**src/rtl/sc_rr_crossbar_arbiter_nm_if.sv**
```systemverilog
// rtl/sc_rr_crossbar_arbiter_nm_if.sv - master request / slave grant bundle for the round-robin crossbar arbiter
interface sc_rr_crossbar_arbiter_nm_if #(
    parameter int N_MS  = 4,
    parameter int TMO_W = 8,
    parameter int IDX_W = $clog2(N_MS)
);
    logic [N_MS-1:0]  i_ms_req;
    logic             i_sl_ack;
    logic [TMO_W-1:0] i_tmo_lim;
    logic [N_MS-1:0]  o_ms_en;
    logic [IDX_W-1:0] o_ms_idx;
    logic             o_busy;
    logic             o_tmo;

    // Arbiter side
    modport slave (
        input  i_ms_req,
        input  i_sl_ack,
        input  i_tmo_lim,
        output o_ms_en,
        output o_ms_idx,
        output o_busy,
        output o_tmo
    );

    // Requester / crossbar side
    modport master (
        output i_ms_req,
        output i_sl_ack,
        output i_tmo_lim,
        input  o_ms_en,
        input  o_ms_idx,
        input  o_busy,
        input  o_tmo
    );
endinterface

```
**src/rtl/sc_rr_crossbar_arbiter_nm.sv**
```systemverilog
// rtl/sc_rr_crossbar_arbiter_nm.sv - N-master round-robin slave-port arbiter with ack/withdraw/timeout release
module sc_rr_crossbar_arbiter_nm #(
    parameter  int N_MS  = 4,
    parameter  int TMO_W = 8,
    localparam int IDX_W = $clog2(N_MS)
) (
    input  logic                           i_clk,
    input  logic                           i_resetb,
    sc_rr_crossbar_arbiter_nm_if.slave     bus
);
    typedef enum logic {IDLE, BUSY} state_t;

    state_t           state_q, state_d;
    logic [IDX_W-1:0] ptr_q, ptr_d;
    logic [TMO_W-1:0] cnt_q, cnt_d;
    logic [N_MS-1:0]  ms_en_q, ms_en_d;
    logic [IDX_W-1:0] ms_idx_q, ms_idx_d;
    logic             tmo_q, tmo_d;

    logic [IDX_W-1:0] win;
    logic             tmo_hit;
    logic             own_req;

    // Scan from the highest offset down so the nearest requester after ptr wins last
    always_comb begin
        int j;
        win = ptr_q;
        for (int i = N_MS; i >= 1; i--) begin
            j = int'(ptr_q) + i;
            if (j >= N_MS) begin
                j = j - N_MS;
            end
            if (bus.i_ms_req[j]) begin
                win = IDX_W'(j);
            end
        end
    end

    // A saturated counter still times out so a late-lowered limit cannot hold the slave forever
    assign tmo_hit = (bus.i_tmo_lim != '0) &&
                     ((cnt_q == (bus.i_tmo_lim - TMO_W'(1))) || (&cnt_q));
    assign own_req = bus.i_ms_req[ms_idx_q];

    always_comb begin
        state_d  = state_q;
        ptr_d    = ptr_q;
        cnt_d    = cnt_q;
        ms_en_d  = ms_en_q;
        ms_idx_d = ms_idx_q;
        tmo_d    = 1'b0;
        case (state_q)
            IDLE: begin
                if (|bus.i_ms_req) begin
                    state_d  = BUSY;
                    ms_en_d  = N_MS'(1) << win;
                    ms_idx_d = win;
                    ptr_d    = win;
                    cnt_d    = '0;
                end
            end
            BUSY: begin
                if (bus.i_sl_ack || !own_req || tmo_hit) begin
                    state_d  = IDLE;
                    ms_en_d  = '0;
                    ms_idx_d = '0;
                    tmo_d    = !bus.i_sl_ack && own_req;
                end else if (!(&cnt_q)) begin
                    cnt_d = cnt_q + TMO_W'(1);
                end
            end
            default: begin
                state_d  = IDLE;
                ms_en_d  = '0;
                ms_idx_d = '0;
            end
        endcase
    end

    always_ff @(posedge i_clk or negedge i_resetb) begin
        if (!i_resetb) begin
            state_q  <= IDLE;
            ptr_q    <= IDX_W'(N_MS - 1);
            cnt_q    <= '0;
            ms_en_q  <= '0;
            ms_idx_q <= '0;
            tmo_q    <= 1'b0;
        end else begin
            state_q  <= state_d;
            ptr_q    <= ptr_d;
            cnt_q    <= cnt_d;
            ms_en_q  <= ms_en_d;
            ms_idx_q <= ms_idx_d;
            tmo_q    <= tmo_d;
        end
    end

    assign bus.o_ms_en  = ms_en_q;
    assign bus.o_ms_idx = ms_idx_q;
    assign bus.o_busy   = (state_q == BUSY);
    assign bus.o_tmo    = tmo_q;
endmodule

```
**src/flat_wrapper.sv**
```systemverilog
// flat-port wrapper written by rule: the top's interface ports become plain ports
module sc_rr_crossbar_arbiter_nm_flat 
#(
    parameter  int N_MS  = 4,
    parameter  int TMO_W = 8,
    localparam int IDX_W = $clog2(N_MS)
)
  (i_clk, i_resetb, bus_i_ms_req, bus_i_sl_ack, bus_i_tmo_lim, bus_o_ms_en, bus_o_ms_idx, bus_o_busy, bus_o_tmo);
  sc_rr_crossbar_arbiter_nm_if #(.N_MS(N_MS), .TMO_W(TMO_W)) bus_i ();
  input  logic i_clk;
  input  logic i_resetb;
  input wire logic [$bits(bus_i.i_ms_req)-1:0] bus_i_ms_req;
  input wire logic [$bits(bus_i.i_sl_ack)-1:0] bus_i_sl_ack;
  input wire logic [$bits(bus_i.i_tmo_lim)-1:0] bus_i_tmo_lim;
  output wire logic [$bits(bus_i.o_ms_en)-1:0] bus_o_ms_en;
  output wire logic [$bits(bus_i.o_ms_idx)-1:0] bus_o_ms_idx;
  output wire logic [$bits(bus_i.o_busy)-1:0] bus_o_busy;
  output wire logic [$bits(bus_i.o_tmo)-1:0] bus_o_tmo;
  assign bus_i.i_ms_req = bus_i_ms_req;
  assign bus_i.i_sl_ack = bus_i_sl_ack;
  assign bus_i.i_tmo_lim = bus_i_tmo_lim;
  assign bus_o_ms_en = bus_i.o_ms_en;
  assign bus_o_ms_idx = bus_i.o_ms_idx;
  assign bus_o_busy = bus_i.o_busy;
  assign bus_o_tmo = bus_i.o_tmo;
  sc_rr_crossbar_arbiter_nm #(.N_MS(N_MS), .TMO_W(TMO_W)) u_core (.i_clk(i_clk), .i_resetb(i_resetb), .bus(bus_i));
endmodule
```
**config.mk**
```make
export PLATFORM = sky130hd
export DESIGN_NAME = sc_rr_crossbar_arbiter_nm_flat
export DESIGN_NICKNAME = d
export VERILOG_FILES = /design/src/rtl/sc_rr_crossbar_arbiter_nm_if.sv /design/src/rtl/sc_rr_crossbar_arbiter_nm.sv /design/src/flat_wrapper.sv
export SDC_FILE = /design/constraint.sdc
export NUM_CORES = 1
export LEC_CHECK = 0
export BUFFER_PORTS_ARGS = -buffer_cell sky130_fd_sc_hd__buf_4
export CELL_PAD_IN_SITES_DETAIL_PLACEMENT = 0
export CELL_PAD_IN_SITES_GLOBAL_PLACEMENT = 1
export CORE_UTILIZATION = 35
export DETAILED_ROUTE_END_ITERATION = 10
export GPL_TIMING_DRIVEN = 0
export PLACE_DENSITY = 0.73
export SLEW_MARGIN = 40
export SYNTH_ARGS = -nofsm -noshare
export SYNTH_HDL_FRONTEND = slang
export SYNTH_SLANG_ARGS = --single-unit
```
**constraint.sdc**
```tcl
create_clock -name i_clk -period 4.7 [get_ports i_clk]
set_input_delay 0.235 -clock i_clk [delete_from_list [all_inputs] [get_ports i_clk]]
set_output_delay 0.235 -clock i_clk [all_outputs]
set_load 0.005 [all_outputs]
```
==> flow_metrics.env, run 1 <==
export IMPL_row_count=21
export IMPL_powerDensity_mw_per_mm2=412
export IMPL_syn_area_per_cell_um2=8.73
export IMPL_slew_headroom_pct=52.9
export IMPL_combPwrFrac_pct=42.0
export IMPL_async_flop_share_pct=100
export IMPL_die_y_um=63.2
export IMPL_p_seq_share_pct=38.8
export IMPL_grt_usage_pct=16.3
export IMPL_leakage_nw=0.725
export IMPL_portBuffers=22
export IMPL_cts_buffers=3
export IMPL_antenna_found_initial=0
export IMPL_critical_path_arrival_ns=2.45
export IMPL_power_switching_mw=0.248
export IMPL_period_needed_ns=2.31
export IMPL_critical_path_startpoint_type="input pin"
export IMPL_dpl_hpwl_mm=2.26
export IMPL_worstPathRequired_ns=4.84
export IMPL_synth_cell_types=37
export IMPL_pwr_share_clk_pct=19.2
export IMPL_criticalPathCategory="in2reg"
export IMPL_vias=1213
export IMPL_crit_slowest_cell="nor4_1"
export IMPL_drt_antenna_violating_nets=0
export IMPL_vias_per_cell=5.44
export IMPL_switching_share_pct=37.6
export IMPL_yosysMostFrequentCell="nand2_1"
export IMPL_synth_area_mm2=0.00131
export IMPL_crit_buf_inv=1
export IMPL_wl_met1_mm=1.43
export IMPL_dp_slack_ns=2.13
export IMPL_synth_nets=167
export IMPL_firstDrtPassIters=4
export IMPL_core_area_mm2=0.00347
export IMPL_hold_path_class="in2async"
export IMPL_rsz0062_at_grt="no"
export IMPL_clkSinkCount=18
export IMPL_ys_top_cells_by_count="nand2_1 (19), dfrtp_1 (16), a21oi_1 (12)"
export IMPL_drv_cap=0
export IMPL_die_w_um=63.2
export IMPL_routedWlPerCell_um=13.2
export IMPL_grt_ovfl_total=0
export IMPL_htreeDepth=1
export IMPL_clk_path_buf_depth=2
export IMPL_gp_congestion=0.782
export IMPL_crit_cells=7
export IMPL_multiInputGateArea_um2=807
export IMPL_ir_worst_vdd_v=0.000231
export IMPL_fmax_ghz=0.434
export IMPL_grt_start_max_net_pins=19
export IMPL_ff_latch_area_um2=453
export IMPL_yosysSeqAreaShare_pct=34.6
export IMPL_antennaDiodeCount=0
export IMPL_synth_seq_cells=18
export IMPL_final_max_slew_viol_count=0
export IMPL_final_setup_viol_count=0
export IMPL_worstMarginPinSlew_ns=0.700
export IMPL_intPower_mw=0.410
export IMPL_final_nets=195
export IMPL_cts_tree="built"
export IMPL_synth_area_top_cells="dfrtp_1 (31%), mux2i_1 (6.9%), nand2_1 (5.4%)"
export IMPL_cts_setup_buffers=0
export IMPL_die_area_mm2=0.00399
export IMPL_drt_wl_total_mm=2.95
export IMPL_setup_slack_ns=2.39
export IMPL_grt_pass1_vias=1124
export IMPL_status="finished, final reports clean"
export IMPL_clk_latency_ns=0.26
export IMPL_setup_tns_ns=0
export IMPL_fill_cells=370
export IMPL_clock_root_buffer="clkbuf_8"
export IMPL_routed_wl_met2_mm=1.41
export IMPL_finClkSkew_ns=0.00722
export IMPL_hold_viol_final=0
export IMPL_ff2ff_path_depth=6
export IMPL_area_delta_synth_final_pct=22.0
export IMPL_yosysTopAreaCellShare_pct=30.6
export IMPL_fin_crit_sh_pct=49.1
export IMPL_io_pins=23
export IMPL_grt_pass1_wl_mm=5.15
export IMPL_cp_top_family="simple AND/OR/NAND/NOR gates"
export IMPL_route_met3_wl_um=96
export IMPL_yosys_area_top_type="dfrtp_1"
export IMPL_detail_route_iter0_violations=56
export IMPL_yosysWarnings=0
export IMPL_highest_layer="met4"
export IMPL_drive_gt1_share_pct=18.1
export IMPL_drc_errors=0
export IMPL_netlist_instances=150
export IMPL_worstPathMaxFanout=5
export IMPL_path_clk_slew_ns=0.07
export IMPL_worst_path_largest_cell_delay_ns=0.62
export IMPL_cp_cell_sequence="buf_4 -> or4_4 -> nand4bb_1 -> and3b_1 -> nor4_1 -> a21boi_1 -> a211o_1"
export IMPL_ys_flop_type="dfrtp_1"
export IMPL_start_util_pct=37.7
export IMPL_synth_edf_count=0
export IMPL_end_kind="flip-flop"
-- layout make-up --
| cell class | instances | area share [%] |
|---|---|---|
| Buffer | 5 | 1.65 |
| Timing Repair Buffer | 23 | 11.0 |
| Inverter | 6 | 1.41 |
| Multi-Input combinational cell | 121 | 50.5 |
| Clock buffer | 4 | 3.45 |
| Sequential cell | 18 | 28.4 |
| Tap cell | 46 | 3.61 |
-- state kept, by name, indices dropped and copies added, names as in the netlist --
register / count
u_core.cnt_q: 8
u_core.bus.o_ms_en: 4
u_core.bus.o_ms_idx: 2
u_core.ptr_q: 2
u_core.bus.o_busy: 1
u_core.bus.o_tmo: 1
-- cells in the final DEF, fill, tap and decap left out, types with 3 or more instances in the layout --
cell and count:
inv_1 6, o21ai_0 3, nor3b_1 4, a21oi_1 12, nand2b_1 11, dfrtp_1 16, xor2_1 6, mux2i_1 9
nand2_1 19, nand4_1 4, nor4_1 3, nor2_1 5, clkbuf_8 4, and3_1 6, buf_4 22, clkbuf_1 4
o2bb2ai_1 6, o211ai_1 6, nor3_1 4
-- power groups by stage --
| stage | sequential [mW] | combinational [mW] | clock [mW] |
|---|---|---|---|
| global route | 0.264 | 0.316 | 0.137 |
| CTS | 0.255 | 0.279 | 0.131 |
| finish | 0.255 | 0.276 | 0.126 |
| detailed placement | 0.257 | 0.278 | 0 |
| floorplan | 0.250 | 0.176 | 0 |
| global placement | 0.255 | 0.271 | 0 |
-- worst reg2reg max path: stages, from the launching register on --
cell and delay (ns):
dfrtp_1 0.44, xor2_1 0.21, nor3b_1 0.18, and3b_1 0.20
nor4_1 0.62, a21boi_1 0.18, a211o_1 0.32
-- metal layers --
layer / vias up / global-route usage, %
met5: - / 0
met2: 14 / 27.7
met4: 0 / 2.62
met3: 4 / 3.80
met1: 583 / 21.3
li1: 612 / -
-- stage by stage --
step                      total power, mW  util [%]  area [µm²]  instances  hold slack [ns]
final                               0.658      46.0        1600        223            0.377
after global routing                0.718      46.0        1600        223            0.388
after detailed placement            0.535      44.2        1530        218            0.122
after CTS                           0.665      46.0        1600        223            0.382
after global placement              0.527      44.2        1530        218            0.119
after floorplan                     0.426         -        1310        150          -0.0606
-- path summary, 6_finish.rpt --
| kind | endpoint | slack, ns | from |
|---|---|---|---|
| worst max-delay path | u_core.cnt_q[0] | 2.39 | bus_i_tmo_lim[3] |
| worst min-delay path | u_core.cnt_q[3] | 0.38 | i_resetb |
| worst max register to register | u_core.cnt_q[0] | 2.42 | u_core.cnt_q[3] |
| worst min register to register | u_core.ptr_q[1] | 0.51 | u_core.ptr_q[1] |
| max in group asynchronous | u_core.ptr_q[0] | 4.06 | i_resetb |
| min in group i_clk | u_core.bus.o_tmo | 0.38 | bus_i_sl_ack |
-- repair_timing --
| item | 4_1_cts | 5_1_grt |
|---|---|---|
| hold buffers | 1 | 0 |
| gates resized for setup | 0 | 0 |
| hold endpoints to repair | 16 | 0 |
-- cells by family after synthesis --
family | share of synthesized area (%)
buffers and inverters | 3.73
muxes | 6.88
DFF | 34.6
AOI/OAI and AO/OA | 20.3
adders and majority gates | 1.91
xor gates and xnor gates | 4.68
and+or+nand+nor | 27.9
(Power assumes the default switching activity.)
==> inputs of run 2 (changes only) <==
- ABC_AREA: default -> 1
- PLACE_DENSITY: 0.73 -> 0.8
- clock period: 4.7 -> 1.9 ns (I/O delays scaled with it)
==> run 2 against run 1 <==
Net effect: die area rose by 5.7%; design area rose by 5.6%; critical path depth rose by 2; largest power group unchanged; largest cell class unchanged.
==> flow_metrics.env, run 2 <==
export IMPL_vias=1312
export IMPL_end_kind="flip-flop"
export IMPL_firstDrtPassIters=4
export IMPL_criticalPathCategory="reg2reg"
export IMPL_cp_cell_sequence="ha_1 -> nand2_1 -> nor2_1 -> nand4_1 -> or2_2 -> buf_6 -> nand2_8 -> nand2_1 -> nand2_1"
export IMPL_clock_root_buffer="clkbuf_8"
export IMPL_fill_cells=404
export IMPL_async_flop_share_pct=100
export IMPL_highest_layer="met4"
export IMPL_synth_area_mm2=0.00139
export IMPL_grt_usage_pct=17.0
export IMPL_clkSinkCount=18
export IMPL_crit_slowest_cell="dfrtp_1"
export IMPL_antennaDiodeCount=0
export IMPL_final_nets=258
export IMPL_finClkSkew_ns=0.00329
export IMPL_synth_seq_cells=18
export IMPL_status="finished, final reports clean"
export IMPL_synth_edf_count=0
export IMPL_antenna_found_initial=0
export IMPL_yosysWarnings=0
export IMPL_final_common_cell="nand2_1"
export IMPL_critical_path_startpoint_type="flip-flop"
export IMPL_htreeDepth=1
export IMPL_core_area_mm2=0.00372
export IMPL_dp_slack_ns=0.130
export IMPL_crit_top_cell="nand2_1"
export IMPL_routedWlPerCell_um=10.8
export IMPL_synth_nets=230
export IMPL_detail_route_iter0_violations=77
export IMPL_netlist_instances=213
export IMPL_multiInputGateArea_um2=821
export IMPL_final_setup_viol_count=0
export IMPL_period_needed_ns=1.75
export IMPL_cp_top_family="simple AND/OR/NAND/NOR gates"
export IMPL_io_pins=23
export IMPL_crit_buf_inv=1
export IMPL_drive_gt1_share_pct=18.8
export IMPL_die_area_mm2=0.00422
export IMPL_yosysMostFrequentCell="nand2_1"
export IMPL_area_delta_synth_final_pct=21.7
export IMPL_vias_per_cell=4.56
export IMPL_crit_start="u_core.cnt_q[1]"
export IMPL_drt_wl_total_mm=3.12
export IMPL_leakage_nw=0.874
export IMPL_setup_slack_ns=0.152
export IMPL_cts_buffers=3
export IMPL_largest_register="u_core.cnt_q"
export IMPL_placed_area_mm2=0.00161
export IMPL_die_w_um=64.9
export IMPL_dp_cells=283
export IMPL_worstPathRequired_ns=2.10
export IMPL_grt_ovfl_total=0
export IMPL_grt_start_max_net_pins=19
export IMPL_ys_top_cells_by_count="nand2_1 (73), nor2_1 (28), inv_1 (26)"
export IMPL_fmax_ghz=0.572
export IMPL_worstPathMaxFanout=9
export IMPL_yosysTopAreaCellShare_pct=28.9
export IMPL_start_util_pct=37.3
export IMPL_cts_setup_buffers=0
export IMPL_r2r_start="u_core.cnt_q[1]"
export IMPL_layoutNonFillerInstCount=288
export IMPL_fin_crit_sh_pct=92.0
export IMPL_grt_pass1_vias=1277
export IMPL_dpl_hpwl_mm=2.40
export IMPL_route_met3_wl_um=75
export IMPL_rsz0062_at_grt="no"
export IMPL_drt_antenna_violating_nets=0
export IMPL_ff_latch_area_um2=455
export IMPL_syn_area_per_cell_um2=6.51
export IMPL_worstMarginPinSlew_ns=0.459
export IMPL_min_from="bus_i_sl_ack"
export IMPL_portBuffers=22
export IMPL_hold_viol_final=0
export IMPL_gp_congestion=0.823
export IMPL_routed_wl_met2_mm=1.31
export IMPL_synth_cell_types=26
export IMPL_yosys_area_top_type="dfrtp_1"
export IMPL_final_max_slew_viol_count=0
export IMPL_die_y_um=64.9
export IMPL_ys_flop_type="dfrtp_1"
export IMPL_drv_cap=0
export IMPL_drc_errors=0
export IMPL_clk_latency_ns=0.25
export IMPL_row_count=22
export IMPL_wl_met1_mm=1.68
export IMPL_worst_path_largest_cell_delay_ns=0.43
export IMPL_powerDensity_mw_per_mm2=1160
export IMPL_yosysSeqAreaShare_pct=32.7
export IMPL_hold_slack_ns=0.225
export IMPL_slew_headroom_pct=69.4
export IMPL_critical_path_arrival_ns=1.94
export IMPL_largest_reg_flops=8
export IMPL_fin_area_mm2=0.00169
export IMPL_grt_pass1_wl_mm=5.53
export IMPL_path_clk_slew_ns=0.07
export IMPL_synth_area_top_cells="dfrtp_1 (29%), nand2_1 (20%), nor2_1 (7.6%)"
export IMPL_ir_worst_vdd_v=0.000522
export IMPL_cts_tree="built"
export IMPL_final_cell_mix="nand2_1 (73), nor2_1 (28), inv_1 (26), buf_4 (22), nand3_1 (18)"
export IMPL_setup_tns_ns=0
export IMPL_clk_path_buf_depth=2
export IMPL_hold_path_class="in2reg"
-- run 2: cell types whose count changed after synthesis, sizes merged, moves of 11 or more --
cell,delta
nand3,+18
nand2b,-11
inv,+22
nor2,+24
o21ai,+11
nand2,+59
-- run 2: per-stage QoR --
step	util [%]	power [mW]
2_1_floorplan	-	1.33
3_3_place_gp	43.4	1.63
3_5_place_dp	43.4	1.63
4_1_cts	45.1	1.96
5_1_grt	45.4	2.14
6_report	45.4	1.96
-- run 2: path summary, 6_finish.rpt --
kind                                         end  slack (ns)  cells after the start
max                              u_core.cnt_q[1]        0.15                      9
min                             u_core.bus.o_tmo        0.23                      6
max reg2reg                      u_core.cnt_q[1]        0.15                      9
min reg2reg                u_core.bus.o_ms_en[1]        0.49                      2
max in group asynchronous        u_core.ptr_q[1]        1.39                      2
min in group asynchronous        u_core.cnt_q[4]        0.24                      2
-- run 2: cells by family (layout without fill, tap and decap cells) --
group / Yosys count / after routing / share of synthesized area, %
and+or+nand+nor: 136 / 136 / 44.3
adders and majority gates: 2 / 2 / 1.80
buffers and inverters: 30 / 57 / 8.66
AOI/OAI and AO/OA: 18 / 18 / 6.86
DFF: 18 / 18 / 32.7
xor gates and xnor gates: 9 / 9 / 5.69
-- run 2: timing repair --
item,CTS,global route
gates resized for setup,0,3
endpoints found under the hold margin,18,0
hold buffers,1,0
setup endpoints to repair,0,4
-- run 2: where the power goes --
group          internal [mW]  switching (mW)
Combinational          0.382           0.633
Clock                  0.184           0.127
Sequential             0.511           0.125
Total                   1.08           0.885
-- run 2: routing by layer --
layer,vias up,GRT usage [%]
li1,722,-
met1,567,22.9
met2,19,27.0
met3,4,2.11
met4,0,7.50
met5,-,0
-- run 2: worst reg2reg max path, cell delays in order, from the launching register on --
cell     delay [ns]
dfrtp_1        0.43
ha_1           0.24
nand2_1        0.08
nor2_1         0.16
nand4_1        0.12
or2_2          0.30
buf_6          0.15
nand2_8        0.09
nand2_1        0.05
nand2_1        0.06
-- run 2: cell type report --
type                       instances  area share, %
timing repair buffer              23           10.4
clock buffer                       4           3.26
multi-input combinational        165           48.7
tap                               48           3.56
sequential                        18           27.0
inverter                          28           6.23
buffer                             2          0.890
==> inputs of run 3 (changes only) <==
- ABC_AREA: 1 -> 0
- PLACE_DENSITY: 0.8 -> 0.76
==> run 3 against run 2 <==
Net effect: clock skew about the same; first-iteration DRC count decreased by 25%; the run now ends with negative setup slack left; final cell count fell by 21%; clock power about the same; clock-buffer cell count stayed put; via count decreased by 3.3%; design area up 1.6%; wire length rose by 6.4%; global-route usage increased by 0.75 points; sequential share of layout area shrank 0.27 points; fmax down 17%; combinational power down 30%; largest power group unchanged.
==> flow_metrics.env, run 3 (synthesis gave the netlist of run 1 again) <==
export IMPL_hold_path_class="in2async"
export IMPL_detail_route_iter0_violations=58
export IMPL_p_seq_share_pct=38.0
export IMPL_io_pins=23
export IMPL_power_mw=1.66
export IMPL_antennaDiodeCount=0
export IMPL_intPower_mw=1.03
export IMPL_cts_buffers=3
export IMPL_drt_antenna_violating_nets=0
export IMPL_leakage_nw=0.755
export IMPL_htreeDepth=1
export IMPL_status="finished, violations left"
export IMPL_dp_cells=218
export IMPL_antenna_found_initial=0
export IMPL_portBuffers=22
export IMPL_setup_slack_ns=-0.198
export IMPL_area_delta_synth_final_pct=30.9
export IMPL_failed_checks="negative setup slack"
export IMPL_placed_area_mm2=0.00153
export IMPL_final_setup_viol_count=14
export IMPL_worstMarginPinSlew_ns=0.904
export IMPL_final_max_slew_viol_count=0
export IMPL_drc_errors=0
export IMPL_pwr_share_clk_pct=18.7
export IMPL_fmax_ghz=0.477
export IMPL_start_util_pct=37.7
export IMPL_crit_buf_inv=0
export IMPL_reg2reg_to="u_core.cnt_q[2]"
export IMPL_path_clk_slew_ns=0.07
export IMPL_largest_register="u_core.cnt_q"
export IMPL_setup_tns_ns=-2.09
export IMPL_firstDrtPassIters=6
export IMPL_worstPathRequired_ns=2.08
export IMPL_final_cell_mix="buf_4 (28), nand2_1 (19), dfrtp_1 (12), nand2b_1 (11), a21oi_1 (10)"
export IMPL_period_needed_ns=2.10
export IMPL_rsz0062_at_grt="yes"
export IMPL_critical_path_startpoint_type="flip-flop"
export IMPL_vias=1269
export IMPL_grt_pass1_vias=1208
export IMPL_multiInputGateArea_um2=888
export IMPL_cp_top_family="compound AO/OA/AOI/OAI gates"
export IMPL_r2r_start="u_core.cnt_q[4]"
export IMPL_criticalPathCategory="reg2reg"
export IMPL_die_w_um=63.2
export IMPL_powerDensity_mw_per_mm2=967
export IMPL_grt_pass1_wl_mm=5.54
export IMPL_fin_crit_sh_pct=110
export IMPL_grt_start_max_net_pins=19
export IMPL_worst_path_largest_cell_delay_ns=0.59
export IMPL_gp_congestion=0.758
export IMPL_power_switching_mw=0.630
export IMPL_hold_viol_final=0
export IMPL_slew_headroom_pct=39.3
export IMPL_crit_slowest_cell="or4_4"
export IMPL_cp_cell_sequence="xor2_2 -> o32a_1 -> or4_4 -> o211ai_1 -> mux2i_1"
export IMPL_end_kind="flip-flop"
export IMPL_cts_tree="built"
export IMPL_drt_wl_total_mm=3.32
export IMPL_clk_path_buf_depth=2
export IMPL_fill_cells=357
export IMPL_ff2ff_path_depth=5
export IMPL_layoutNonFillerInstCount=227
export IMPL_die_area_mm2=0.00399
export IMPL_final_common_cell="buf_4"
export IMPL_reg2reg_slack_ns=-0.20
export IMPL_finClkSkew_ns=0.00324
export IMPL_vias_per_cell=5.59
export IMPL_die_y_um=63.2
export IMPL_critical_path_arrival_ns=2.27
export IMPL_drv_cap=0
export IMPL_final_nets=199
export IMPL_clkSinkCount=18
export IMPL_fin_area_mm2=0.00171
export IMPL_dpl_hpwl_mm=2.42
export IMPL_ff_latch_area_um2=458
export IMPL_clock_root_buffer="clkbuf_8"
export IMPL_dp_slack_ns=-0.484
export IMPL_largest_reg_flops=8
export IMPL_core_area_mm2=0.00347
export IMPL_worstPathMaxFanout=7
export IMPL_grt_usage_pct=17.7
export IMPL_routedWlPerCell_um=14.6
export IMPL_grt_ovfl_total=0
export IMPL_switching_share_pct=38.0
export IMPL_row_count=21
export IMPL_clk_latency_ns=0.25
export IMPL_drive_gt1_share_pct=28.7
export IMPL_combPwrFrac_pct=43.3
export IMPL_ir_worst_vdd_v=0.000535
-- run 3: final cells by class --
| type | instances | share of cell area [%] |
|---|---|---|
| buffer | 3 | 0.657 |
| multi-input combinational | 121 | 51.9 |
| timing repair buffer | 29 | 12.9 |
| inverter | 6 | 1.31 |
| tap | 46 | 3.36 |
| sequential | 18 | 26.7 |
| clock buffer | 4 | 3.21 |
-- run 3: worst max path at each step --
stage	start	cells after the start	slack, ns	endpoint
floorplan	bus_i_tmo_lim[3]	7	-0.12	u_core.cnt_q[2]
detailed placement	bus_i_tmo_lim[3]	7	-0.48	u_core.cnt_q[0]
finish	u_core.cnt_q[4]	5	-0.20	u_core.cnt_q[2]
global route	u_core.cnt_q[7]	6	-0.28	u_core.cnt_q[2]
CTS	u_core.cnt_q[3]	6	-0.18	u_core.cnt_q[2]
global placement	bus_i_tmo_lim[3]	7	-0.42	u_core.cnt_q[0]
-- run 3: through the flow --
stage | hold slack (ns) | util [%]
6_report | 0.244 | 49.4
5_1_grt | 0.268 | 49.4
4_1_cts | 0.247 | 46.8
3_5_place_dp | -0.0207 | 44.2
3_3_place_gp | -0.0247 | 44.2
2_1_floorplan | -0.201 | -
-- run 3: per-layer routing --
metal,global-route usage [%],vias up,routed length [µm]
met5,0,-,0
met4,4.07,0,6
met3,4.53,2,105
met2,30.6,19,1700
met1,21.9,631,1500
li1,-,617,-
-- run 3: power by group through the flow --
stage	sequential [mW]	combinational [mW]	clock [mW]
2_1_floorplan	0.617	0.436	0
3_3_place_gp	0.629	0.672	0
3_5_place_dp	0.635	0.693	0
4_1_cts	0.629	0.699	0.320
5_1_grt	0.650	0.801	0.332
6_report	0.630	0.717	0.310
-- run 3: worst register-to-register path, stage by stage, from the launching register on --
cell      delay (ns)
dfrtp_2         0.43
xor2_2          0.19
o32a_1          0.36
or4_4           0.59
o211ai_1        0.25
mux2i_1         0.20
-- run 3: what timing repair did --
item	in CTS	in global routing
pin swaps	1	6
endpoints found under the setup margin	16	16
endpoints found under the hold margin	18	0
hold buffers	1	0
resized for setup	7	12
buffers inserted	2	4
